### src/rtl/dcache_tid_allocator.sv
// Memory transaction ID allocator: offers the lowest free TID, caps in-flight count, drains on request.
// Offer is combinational from registers; alloc/release show on busy/count one cycle after the handshake.
module dcache_tid_allocator #(
  parameter int unsigned MemTidWidth = 2,
  parameter int unsigned DcacheMaxTx = 2 ** MemTidWidth,
  parameter int unsigned MaxInflight = DcacheMaxTx
) (
  input  logic                   clk_i,
  input  logic                   rst_ni,
  output logic                   alloc_valid_o,
  output logic [MemTidWidth-1:0] alloc_tid_o,
  input  logic                   alloc_ready_i,
  input  logic                   release_valid_i,
  input  logic [MemTidWidth-1:0] release_tid_i,
  input  logic                   drain_req_i,
  output logic                   drain_done_o,
  output logic [DcacheMaxTx-1:0] busy_vec_o,
  output logic [MemTidWidth:0]   inflight_cnt_o,
  output logic                   err_release_o
);

  typedef enum logic [1:0] {RUN, DRAIN, DONE} state_e;

  localparam logic [MemTidWidth:0] CntMax = (MemTidWidth+1)'(MaxInflight);

  state_e                 state_q, state_d;
  logic [DcacheMaxTx-1:0] busy_q, busy_d;
  logic [MemTidWidth:0]   cnt_q, cnt_d;
  logic                   err_q;
  logic [MemTidWidth-1:0] free_tid;
  logic                   has_free;
  logic                   offer;
  logic                   alloc_fire;
  logic                   rel_legal;
  logic                   rel_illegal;

  // Scan from the top so the last hit wins: lowest clear index.
  always_comb begin
    free_tid = '0;
    for (int i = DcacheMaxTx - 1; i >= 0; i--) begin
      if (!busy_q[i]) free_tid = MemTidWidth'(i);
    end
  end

  assign has_free    = ~&busy_q;
  assign offer       = (state_q == RUN) && (cnt_q < CntMax) && has_free;
  assign alloc_fire  = offer && alloc_ready_i;
  assign rel_legal   = release_valid_i && busy_q[release_tid_i];
  assign rel_illegal = release_valid_i && !busy_q[release_tid_i];

  // Alloc only targets a clear bit and release only a set bit, so they never collide.
  always_comb begin
    busy_d = busy_q;
    if (alloc_fire) busy_d[free_tid] = 1'b1;
    if (rel_legal)  busy_d[release_tid_i] = 1'b0;
  end

  always_comb begin
    cnt_d = cnt_q;
    case ({alloc_fire, rel_legal})
      2'b10:   cnt_d = cnt_q + 1'b1;
      2'b01:   cnt_d = cnt_q - 1'b1;
      default: cnt_d = cnt_q;
    endcase
  end

  // DRAIN looks at the post-release count so a final release completes the drain that cycle.
  always_comb begin
    state_d = state_q;
    case (state_q)
      RUN:     if (drain_req_i) state_d = DRAIN;
      DRAIN:   if (cnt_d == '0) state_d = DONE;
      DONE:    state_d = RUN;
      default: state_d = RUN;
    endcase
  end

  always_ff @(posedge clk_i or negedge rst_ni) begin
    if (!rst_ni) begin
      state_q <= RUN;
      busy_q  <= '0;
      cnt_q   <= '0;
      err_q   <= 1'b0;
    end else begin
      state_q <= state_d;
      busy_q  <= busy_d;
      cnt_q   <= cnt_d;
      if (rel_illegal) err_q <= 1'b1;
    end
  end

  assign alloc_valid_o  = offer;
  assign alloc_tid_o    = offer ? free_tid : '0;
  assign drain_done_o   = (state_q == DONE);
  assign busy_vec_o     = busy_q;
  assign inflight_cnt_o = cnt_q;
  assign err_release_o  = err_q;

endmodule

### config.mk
export PLATFORM = sky130hd
export DESIGN_NAME = dcache_tid_allocator
export DESIGN_NICKNAME = d
export VERILOG_FILES = /design/src/rtl/dcache_tid_allocator.sv
export SDC_FILE = /design/constraint.sdc
export NUM_CORES = 1
export LEC_CHECK = 0
export CAP_MARGIN = 40
export CELL_PAD_IN_SITES_DETAIL_PLACEMENT = 1
export CELL_PAD_IN_SITES_GLOBAL_PLACEMENT = 2
export CORE_MARGIN = 8
export CORE_UTILIZATION = 25
export CTS_BUF_LIST = sky130_fd_sc_hd__clkbuf_8
export CTS_CLUSTER_DIAMETER = 40
export DETAILED_ROUTE_END_ITERATION = 8
export GPL_TIMING_DRIVEN = 0
export HOLD_SLACK_MARGIN = 0.12
export PLACE_DENSITY = 0.81
export SYNTH_ARGS = -nofsm -noshare
export SYNTH_HDL_FRONTEND = slang
export SYNTH_SLANG_ARGS = --single-unit
### constraint.sdc
create_clock -name clk_i -period 2.4 [get_ports clk_i]
set_input_delay 0.48 -clock clk_i [delete_from_list [all_inputs] [get_ports clk_i]]
set_output_delay 0.48 -clock clk_i [all_outputs]
set_load 0.03 [all_outputs]
Word-level counts from Yosys, hierarchy flattened --
Index checks and enable logic that the tools add are counted.
Storage, ports and cells: bits in registers 10, bits in latches 0, memory bits (writable) 0, ROM bits 0, bits of input ports 7, output and inout port bits 12, logic and storage cells 50, memories kept 0
Cells by class: add/sub/neg operators 2, $mul 0, divide/modulo/power cells 0, magnitude comparators 5, eq/ne operators 6, shift-type cells 0, mux-type cells 17, bitwise operators 3, reductions and logical operators 13
Operator list (count):
- two-way mux 2 bit | 7
- two-way mux 4 bit | 2
- logical AND 1 bit | 7
- < comparator 2 x 3 -> 1 bit (second input constant) | 2
- one-hot mux 3 bit (2 select lines) | 1
- AND 4 bit | 1
- demux 1 bit (select 2 bit) | 2
- equality test 2 x 1 -> 1 bit (second input constant) | 2
- equality test 2 bit (second input constant) | 2
- greater-or-equal comparator 2 x 1 -> 1 bit (second input constant) | 2
- inequality test 2 bit (second input constant) | 2
- inverter 4 bit | 1
- OR 4 bit | 1
- one-hot mux 2 bit (2 select lines) | 1
- AND reduction 4 bit | 1
- adder 3 x 1 -> 3 bit (second input constant) | 1
- zero test 3 bit | 1
- < comparator 3 bit (second input constant) | 1
- two-way mux 1 bit | 3
- subtractor 3 x 1 -> 3 bit (second input constant) | 1
- binary-select mux 1 bit (select 2 bit) | 1
- zero test 1 bit | 2
- zero test 2 bit | 1
- AND reduction 2 bit | 1

Longest topological paths before layout --
depth after elaboration 12, mapped depth 8, depth with buffers taken out 8

Least setup slack after synthesis --
No wires, ideal clock.
path kind flip-flop to flip-flop, start register busy_q[1], in the netlist busy_vec_o[1], end register state_q[0], library setup time 66 ps, arrival time 2321 ps, data required time 2334 ps, slack 13 ps, cell stages (with the launch flop) 9, path buffers 0, clock period less this slack 2387 ps, cells stage by stage dfrtp_1 > mux4_2 > and2_1 > ha_1 > inv_1 > fa_1 > and3b_1 > a31oi_1 > o31a_1
Between the ends: longest elaborated chain between the ends 9, elaborated cells between the ends (all ways) 13, classes of those cells eq/ne (3); mux (3); reduce/logical (7)
RTL lines:
- start, declared | RTL line 27 | logic [DcacheMaxTx-1:0] busy_q, busy_d;
- start signal, assigned | RTL line 86 | busy_q <= busy_d;
- AND reduction 4 bit | RTL line 45 | assign has_free = ~&busy_q;
- zero test 1 bit | RTL line 45
- logical AND 1 bit | RTL line 46 | assign offer = (state_q == RUN) && (cnt_q < CntMax) && has_free;
- logical AND 1 bit | RTL line 47 | assign alloc_fire = offer && alloc_ready_i;
- equality test 2 x 1 -> 1 bit or equality test 2 bit (tied branches) | RTL line 60 | case ({alloc_fire, rel_legal})
- one-hot mux 3 bit (2 select lines) * | RTL line 60
- zero test 3 bit * | RTL line 72 | DRAIN: if (cnt_d == '0) state_d = DONE;
- inequality test 2 bit (no source line) *
- AND reduction 2 bit (no source line) *
- end signal, assigned | RTL line 85 | state_q <= state_d;
- end, declared | RTL line 26 | state_e state_q, state_d;
Mark *: on every way between the ends. The rest lies on a longest branch, timed or not. The select of a mux whose other input is x is not followed. A chain may end at the register's enable or synchronous reset.

Worst setup path after layout --
start input port release_tid_i[0], end register state_q[0]
Between the ends: longest elaborated chain between the ends 8, elaborated cells between the ends (all ways) 9, classes of those cells eq/ne (3); mux (3); reduce/logical (3)
RTL lines:
- start, declared | RTL line 14 | input logic [MemTidWidth-1:0] release_tid_i,
- binary-select mux 1 bit (select 2 bit) * | RTL line 48 | assign rel_legal = release_valid_i && busy_q[release_tid_i];
- two-way mux 1 bit (not written as such) * | RTL line 48
- logical AND 1 bit * | RTL line 48
- equality test 2 x 1 -> 1 bit or equality test 2 bit (tied branches) | RTL line 60
- one-hot mux 3 bit (2 select lines) * | RTL line 60
- zero test 3 bit * | RTL line 72
- inequality test 2 bit (no source line) *
- AND reduction 2 bit (no source line) *
Marked as above.

==> flow_metrics.py <==
metrics = {
    "run_status": {
        "status": "completed",
    },
    "route": {
        "antenna_left": 0,
        "vias": 540,
        "wl_per_cell_um": 14.70,
        "drt-initial-drc-count": 23,
        "first_pass_iters": 4,
        "vias_per_cell": 4.696,
        "drc": 0,
        "wirelength_um": 1690,
    },
    "placed_design": {
        "numPortBuffers": 18,
        "place_worst_setup_slack_ns": -0.7191,
        "dpl.hpwl_um": 1196,
        "globalplace.congestion": 0.7581,
        "dp_cells": 106,
        "placed_area_sq_um": 810.8,
    },
    "logic_synthesis": {
        "synth_flop_cell": "dfrtp_1",
        "yosysSeqAreaShare": 0.4202,
        "synth.area.top_cells": "dfrtp_1 42%, nand2_1 5.0%, nor4b_4 4.0%, mux4_2 3.8%, fa_1 3.4%",
        "syn_avg_cell_area_sq_um": 9.926,
        "syn-cell-area_sq_um": 595.6,
        "synth-seq-cells": 10,
        "syn-num-nets": 69,
        "synth.distinct_cells": 30,
        "synth_common_cells": "10 x dfrtp_1, 8 x nand2_1, 5 x inv_1",
        "post-synth-top-area-cell": "dfrtp_1",
        "synth-edff-count": 0,
        "synth_cells": 60,
        "yosys.area.top_type_share": 0.4202,
        "async_flop_share": 1.000,
        "yosysMostFrequentCell": "dfrtp_1",
        "ys_warn_count": 0,
    },
    "clock_tree": {
        "clk_latency_ns": 0.23,
        "cts_hold_buf": 0,
        "cts.sinks": 10,
        "cts_tree": "yes",
        "cts.clk_slew.worst_paths_ns": 0.05,
        "cts_buffer_depth": 2,
        "root_buffer": "clkbuf_8",
        "htree_levels": 1,
        "cts_made_buffers": 3,
    },
    "timing": {
        "rsz0062_at_grt": "true",
        "period_share": 0.9704,
        "tightestPinTransition_ns": 0.4709,
        "drv_slew": 0,
        "setup_ws_ns": 0.07096,
        "final-setup-viol-count": 0,
        "fmax_mhz": 429.4,
        "min_period_ns": 2.329,
        "hold_violations": 0,
        "tns_ns": 0,
        "fin_skew_ns": 0.002063,
        "maxSlewHeadroom": 0.6851,
    },
    "critical_path": {
        "required_ns": 2.57,
        "slowest_stage": "mux4_2",
        "start_kind": "input pin",
        "r2r_start": "busy_vec_o[3]$_DFF_PN0_",
        "cp_num_buf_inv": 2,
        "worst_ep_arrival_time_ns": 2.50,
        "worstPathCellList": "buf_2 > mux4_2 > and2_4 > ha_4 > inv_2 > fa_1 > and3b_2 > a31oi_4 > o31a_1",
        "cp-end-kind": "flop",
        "crit_start": "release_tid_i[0]",
        "path_class": "input pin to flop",
        "critPathMaxStageDelay_ns": 0.52,
        "critical-path-top-delay-family": "adder cells",
        "cp_max_fo": 5,
    },
    "power_and_ir_drop": {
        "cellPowerDensity_nw_per_um2": 1151,
        "power.leakage_nw": 0.3985,
        "total_power_w": 0.001078,
        "vdd_drop_max_v": 0.0005600,
    },
    "layout": {
        "area_growth_pct": 57.35,
        "n_antenna_cell": 0,
        "final_nets": 98,
        "fill_cells": 258,
        "fin_cells": 115,
        "design_area_sq_um": 937.1,
        "drive_gt1_frac": 0.2874,
    },
    "global_route": {
        "gr-usage-all-layers": 0.08292,
        "grt_first_pass_wirelength_um": 2691,
        "grt_start_max_net_pins": 11,
        "antenna_found_initial": 0,
        "overflow": 0,
        "grt_pass1_vias": 597,
    },
    "die": {
        "die_w_um": 64.81,
        "dieHeight_um": 64.81,
        "start_util": 0.2667,
        "ioPinCount": 19,
        "rows": 17,
        "die_area_sq_um": 4200,
        "core_area_sq_um": 2233,
    },
    "worst_hold_path": {
        "hold_path_class": "flop to flop",
        "min-delay-start": "err_release_o$_DFFE_PN0P_",
    },
    "flow_run": {
        "maxCapViolations": 0,
    },
}
what timing repair did:
action / in CTS / in global routing
setup endpoints to repair: 7 / 2
resized for setup: 12 / 11
pin swaps: 0 / 3
buffers inserted: 6 / 0
cells in the final DEF, fill, tap and decap left out, types with 2 or more instances in the layout:
cell type	synthesis	layout
clkbuf_8	0	3
o21ai_1	3	3
o21ai_0	4	3
nand3_1	2	2
buf_2	1	2
dfrtp_2	0	3
nand2_1	8	8
dlymetal6s2s_1	0	2
inv_1	5	4
xor2_1	2	2
dfrtp_1	10	7
buf_4	0	6
nor2_1	3	3
clkdlybuf4s50_1	0	11
dlygate4sd2_1	0	4
worst reg2reg max path, cell delays in order, from the launching register on:
cell,delay (ns)
dfrtp_1,0.39
mux4_2,0.49
and2_4,0.18
ha_4,0.16
inv_2,0.06
fa_1,0.42
and3b_2,0.24
a31oi_4,0.16
o31a_1,0.14
registers in the layout, indices dropped and copies added, names as in the netlist:
name            flops
err_release_o       1
state_q             2
inflight_cnt_o      3
busy_vec_o          4
path summary, 6_finish.rpt:
| check | endpoint | slack (ns) | cells after the start |
|---|---|---|---|
| worst max-delay path | state_q[0]$_DFFE_PN0P_ | 0.07 | 9 |
| worst min-delay path | err_release_o$_DFFE_PN0P_ | 0.47 | 1 |
| worst max register to register | state_q[0]$_DFFE_PN0P_ | 0.10 | 8 |
| min in group asynchronous | inflight_cnt_o[2]$_DFF_PN0_ | 0.58 | 1 |
| worst min register to register | err_release_o$_DFFE_PN0P_ | 0.47 | 1 |
| max in group asynchronous | busy_vec_o[1]$_DFF_PN0_ | 1.48 | 1 |
per-layer routing:
layer	global-route usage	share of wire
met3	0.04296	0.092
met4	0.04087	0.0041
met1	0.09500	0.43
met5	0	0
met2	0.1242	0.47
final cells by class:
cell class	instances	area, sq um	share of cell area
Buffer	1	5.005	0.005340
Timing Repair Buffer	24	220.2	0.2350
Inverter	5	18.77	0.02003
Sequential cell	10	254.0	0.2710
Clock buffer	3	41.29	0.04406
Multi-Input combinational cell	44	362.8	0.3872
Tap cell	28	35.03	0.03738
per-stage QoR:
step / hold WS [ns] / util
after floorplan: 0.1844 / -
after global placement: 0.4602 / 0.3630
after detailed placement: 0.4643 / 0.3630
after CTS: 0.4781 / 0.4017
after global routing: 0.5202 / 0.4196
final: 0.4690 / 0.4196
kinds of logic after synthesis:
kind of cell    count (synthesis)  synth area share
buf+inv                         6           0.03991
fa+ha+maj                       2           0.05462
compound gates                 14            0.1576
xor+xnor                        3           0.04413
flops                          10            0.4202
simple gates                   24            0.2458
mux                             1           0.03781
report_power, final:
part | leakage (nW) | switching, W | internal (W)
sequential | 0.118 | 0.0000730 | 0.000231
clock | 0.0216 | 0.0000590 | 0.000109
combinational | 0.259 | 0.000338 | 0.000268
total | 0.399 | 0.000470 | 0.000608
Power figures use the tool's default switching activity.
